### config.mk
export PLATFORM = sky130hd
export DESIGN_NAME = id_regfile_sb
export DESIGN_NICKNAME = d
export VERILOG_FILES = /design/src/rtl/id_regfile_sb.sv
export SDC_FILE = /design/constraint.sdc
export NUM_CORES = 2
export LEC_CHECK = 0
export BUFFER_PORTS_ARGS = -buffer_cell sky130_fd_sc_hd__buf_2
export CORE_MARGIN = 2
export CORE_UTILIZATION = 58
export CTS_BUF_LIST = sky130_fd_sc_hd__clkbuf_8 sky130_fd_sc_hd__clkbuf_16
export DETAILED_ROUTE_END_ITERATION = 12
export PLACE_DENSITY = 0.78
export SYNTH_ARGS = -nofsm -noshare
export SYNTH_HDL_FRONTEND = slang
export SYNTH_SLANG_ARGS = --single-unit
export TNS_END_PERCENT = 10
### constraint.sdc
create_clock -name clk -period 4.6 [get_ports clk]
set_input_delay 0.92 -clock clk [delete_from_list [all_inputs] [get_ports clk]]
set_output_delay 0.92 -clock clk [all_outputs]
set_load 0.01 [all_outputs]
### src/rtl/id_regfile_sb.sv
// 32x32 GPR file with per-register in-flight write counters for decode hazard checks.
// Optional macro RF_BYPASS_EN: forward the same-cycle WB write onto the read ports.
module id_regfile_sb #(
  parameter int          CNT_W     = 2,
  parameter logic [31:0] RESET_VAL = 32'h0
) (
  input  logic        clk,
  input  logic        resetn,
  input  logic [37:0] ws_to_rf_bus,
  input  logic        ds_issue_valid,
  input  logic        ds_issue_we,
  input  logic [4:0]  ds_issue_dest,
  input  logic        flush,
  input  logic [4:0]  raddr1,
  input  logic [4:0]  raddr2,
  output logic [31:0] rdata1,
  output logic [31:0] rdata2,
  output logic        rbusy1,
  output logic        rbusy2,
  output logic        issue_stall,
  output logic        sb_err
);
  localparam logic [CNT_W-1:0] CNT_MAX = {CNT_W{1'b1}};

  logic        rf_we;
  logic [4:0]  rf_waddr;
  logic [31:0] rf_wdata;
  assign {rf_we, rf_waddr, rf_wdata} = ws_to_rf_bus;

  logic [31:0]      regs_reg [32];
  logic [CNT_W-1:0] cnt_reg  [32];
  logic [CNT_W-1:0] cnt_next [32];
  logic             sb_err_reg;
  logic             sb_err_next;

  logic        issue;
  logic        retire;
  logic [31:0] inc_vec;
  logic [31:0] dec_vec;

  assign issue  = ds_issue_valid && ds_issue_we && (ds_issue_dest != 5'd0);
  assign retire = rf_we && (rf_waddr != 5'd0);

  // Entry 0 never sees inc/dec because issue and retire both exclude r0.
  generate
    for (genvar gi = 0; gi < 32; gi++) begin : g_sel
      assign inc_vec[gi] = issue  && (ds_issue_dest == 5'(gi));
      assign dec_vec[gi] = retire && (rf_waddr == 5'(gi));
    end
  endgenerate

  always_comb begin
    cnt_next    = cnt_reg;
    sb_err_next = sb_err_reg;
    for (int i = 0; i < 32; i++) begin
      if (flush) begin
        cnt_next[i] = '0;
      end else if (inc_vec[i] && !dec_vec[i]) begin
        if (cnt_reg[i] == CNT_MAX) sb_err_next = 1'b1;
        else                       cnt_next[i] = cnt_reg[i] + 1'b1;
      end else if (dec_vec[i] && !inc_vec[i]) begin
        if (cnt_reg[i] == '0) sb_err_next = 1'b1;
        else                  cnt_next[i] = cnt_reg[i] - 1'b1;
      end
    end
  end

  always_ff @(posedge clk) begin
    if (!resetn) begin
      for (int i = 0; i < 32; i++) begin
        regs_reg[i] <= (i == 0) ? 32'h0 : RESET_VAL;
        cnt_reg[i]  <= '0;
      end
      sb_err_reg <= 1'b0;
    end else begin
      if (retire) regs_reg[rf_waddr] <= rf_wdata;
      cnt_reg    <= cnt_next;
      sb_err_reg <= sb_err_next;
    end
  end

  logic [1:0][4:0]  raddr_v;
  logic [1:0][31:0] rdata_v;
  logic [1:0]       rbusy_v;
  assign raddr_v[0] = raddr1;
  assign raddr_v[1] = raddr2;

  generate
    for (genvar gi = 0; gi < 2; gi++) begin : g_rd
      always_comb begin
        rdata_v[gi] = (raddr_v[gi] == 5'd0) ? 32'h0 : regs_reg[raddr_v[gi]];
        rbusy_v[gi] = (cnt_reg[raddr_v[gi]] != '0);
`ifdef RF_BYPASS_EN
        // The retiring write is already visible, so only older reservations keep it busy.
        if (rf_we && (rf_waddr == raddr_v[gi]) && (raddr_v[gi] != 5'd0)) begin
          rdata_v[gi] = rf_wdata;
          rbusy_v[gi] = (cnt_reg[raddr_v[gi]] > CNT_W'(1));
        end
`endif
      end
    end
  endgenerate

  assign rdata1      = rdata_v[0];
  assign rdata2      = rdata_v[1];
  assign rbusy1      = rbusy_v[0];
  assign rbusy2      = rbusy_v[1];
  assign issue_stall = ds_issue_we && (ds_issue_dest != 5'd0) && (cnt_reg[ds_issue_dest] == CNT_MAX);
  assign sb_err      = sb_err_reg;
endmodule

==> results by group <==
Run status
  – Outcome: completed

Routing
  – DRC viols: 0
  – Starting DRC count in detailed routing: 6511
  – DR WL/cell: 33.6 µm
  – Aggregate routed wire length: 190000 µm
  – Vias: 40.2k
  – DR pass1 iterations: 6
  – Via density: 7.12
  – Post-DRT Antenna Nets: 0

Synth
  – Number of synthesized flops with an enable pin: a little over 1k
  – Yosys cell types: 42
  – YS warnings: 0
  – Top_reg_cell synth: edfxtp_1
  – Post-synth ARST share: 0%
  – Yosys reg bits: 1089
  – Syn avg cell area: 14.6 µm²
  – Seq/Total Area, Yosys: 53.0%
  – Synth Cell Area: 60400 µm²
  – Synth Instances: 4144

Clocking
  – Cts repair resizes: 0
  – CTS max path bufs: 3
  – CTS Hold Buffers Added: 0
  – CTS tree: yes
  – Clock root cell: clkbuf_16
  – Clk_lat worst skew: 710 ps
  – CTS buffer count: 113
  – Post CTS Setup Buffer Count: 0
  – Htree depth: 3
  – Clk sink count: 1089
  – Clock transition at path regs: 60 ps

Layout
  – Area grow syn2layout: 10.9%
  – Count of nets after finishing: 4286
  – Fin area: 67000 µm²
  – Reg area: 32100 µm²
  – Util after Layout: 64.7%
  – Layout cells sized above 1: between 20 and 30%
  – Max FFs per register: 1024
  – Layout fillers: 7006
  – Multi-input gate area: 26400 µm²

Placed design
  – Dpl hpwl: 111000 µm
  – GPL Wtd Cong: 0.986
  – I/O Buffers: 125
  – Post-Place Cell Area: 63000 µm²

Run
  – Max Cap Viol: 0

STA
  – Fmax: ~230 MHz
  – Slew margin rel.: 34.7%
  – Worst Max-Slew Pin Slew: a little under 1000 ps
  – Setup Viol. Count Final: 0
  – Final period utilization: 94.2%
  – Final Critical Period: 4340 ps
  – Worst Clk Skew: 18.4 ps
  – Unrepaired setup endpoints after global routing: no
  – Setup_tns: 0 ps
  – Final-report hold violation count: 0
  – Pins Over Slew Limit: 0

Setup path
  – Worst Path Required: between 3000 and 4000 ps
  – Slowest CP cell: buf_8
  – Cell Chain, Critical Path: buf_8 -> buf_4 -> mux4_2 -> mux4_2 -> nand2_1 -> o21ai_1 -> buf_2
  – Crit Path Category: in -> out
  – R2r setup slk: 2720 ps
  – Startpoint types: input pin
  – Slowest stage delay, CP: between 500 and 600 ps
  – Cell mode on critical path: mux4_2
  – Worst Path Arrival: 3420 ps
  – Nature of the critical path endpoint: output pin
  – Worst-path fanout max: 69

Pwr
  – Peak supply drop: 0.285 mV
  – PD cells: ~370 nW/µm²
  – Leakage: 24.0 nW
  – PnR Total Power: 24.5 mW

GRT
  – Initial antenna violation count: 19
  – Largest net degree at the start of global routing: 70
  – GRT Overall Usage: 35.7%
  – First-pass GRT wire length: 273000 µm
  – Grt total ovfl: 0
  – Number of global-route vias before repair: 40.7k

Die
  – Die Height: 327 µm
  – Die area: 107000 µm²
  – Die width: 327 µm
  – Core area: 103000 µm²
  – Initial Utilization: 58.4%
  – Row count: 118
  – IO Pins: 126

Worst hold path
  – Worst hold-check path type: reg -> reg
-- worst max-delay path: cells and delay by family --
family          cells  cell delay (ps)
simple gates        1              180
mux                 2              870
compound gates      1              200
buf+inv             3             1120
-- synth_stat cells, types with 40 or more instances --
library cell / count / area share, %
dfxtp_1: 65 / 2.2
nand2_1: 192 / 1.2
ha_1: 67 / 1.4
inv_1: 147 / 0.91
buf_2: 42 / 0.35
nor2_1: 102 / 0.63
and3_1: 134 / 1.4
and2_1: 869 / 9.0
mux4_2: 668 / 25
edfxtp_1: 1024 / 51
o21ai_1: 64 / 0.53
o21ai_0: 103 / 0.85
clkbuf_1: 294 / 1.8
a21oi_1: 53 / 0.44
nor2b_1: 40 / 0.41
-- layer usage --
layer / global-route usage [%] / share of wire [%] / up-vias
met5: 0 / 0.045 / -
met4: 20.1 / 6.6 / 10
met3: 10.0 / 14 / 754
met2: 55.0 / 46 / 3565
met1: 46.2 / 33 / 20100
li1: - / - / 15800
-- cell type report --
class	count	share of cell area, %
clock buffers	116	4.32
clock inverters	94	1.56
multi-input cells	2529	39.4
repair buffers	281	3.41
inverters	147	0.823
well taps	1380	2.58
flip-flops and latches	1089	47.8
diodes	13	0.0486
-- metrics by stage --
| step | setup WS [ps] | hold slack (ps) | instances |
|---|---|---|---|
| 3_3_place_gp | 372 | 511 | 5426 |
| 5_1_grt | 248 | 551 | 5640 |
| 6_report | 265 | 535 | 5649 |
| 2_1_floorplan | 176 | 478 | 4178 |
| 4_1_cts | 342 | 530 | 5636 |
| 3_5_place_dp | 346 | 520 | 5426 |
-- placed cells by master (no fill, tap or decap), types with 4 or more instances in the layout --
cell,netlist,routed
a22oi_1,4,4
nor4_1,4,4
buf_4,30,124
o21ai_4,0,4
buf_8,0,4
and2_1,869,869
and3_1,134,134
nand3_1,32,32
a221oi_1,20,20
o22ai_1,11,11
nand2_2,0,28
a211oi_1,7,7
a21oi_1,53,53
o21ai_1,64,64
nand4_1,11,11
clkinv_2,0,32
nand3b_1,8,8
buf_2,42,116
nor4b_1,18,18
a31oi_1,20,20
inv_1,147,153
o21ai_0,103,99
diode_2,0,13
nor2_4,0,24
conb_1,2,36
nor2_1,102,78
bufinv_16,0,21
dfxtp_1,65,65
edfxtp_1,1024,1024
ha_1,67,67
nor2b_1,40,40
nand2_1,192,164
clkbuf_16,0,115
buf_12,0,34
clkinv_1,0,26
nor3_1,20,17
nand2b_1,28,28
mux4_2,668,668
-- path summary, 6_finish.rpt --
path	start	to	cells after the start
min reg2reg	cnt_reg[9]	cnt_reg[8]	2
max	raddr2[1]	rdata2[19]	7
min	cnt_reg[9]	cnt_reg[8]	2
max reg2reg	cnt_reg[4]	sb_err	5
-- power breakdown --
part,total [mW],internal [mW],switching [mW]
sequential,11.7,11.4,0.288
clock,9.78,5.73,4.05
combinational,3.03,1.31,1.72
-- logic make-up (layout without fill, tap and decap cells) --
kind of cell	count (synthesis)	count (layout)	synth area share, %
fa+ha+maj	67	67	1.39
xor+xnor	1	1	0.0145
other cells	2	49	0.0124
mux	671	671	24.9
buf+inv	560	638	4.00
flops	1089	1089	53.0
simple gates	1468	1468	14.0
compound gates	286	286	2.63
No activity file was read; power rests on OpenSTA's default activity.
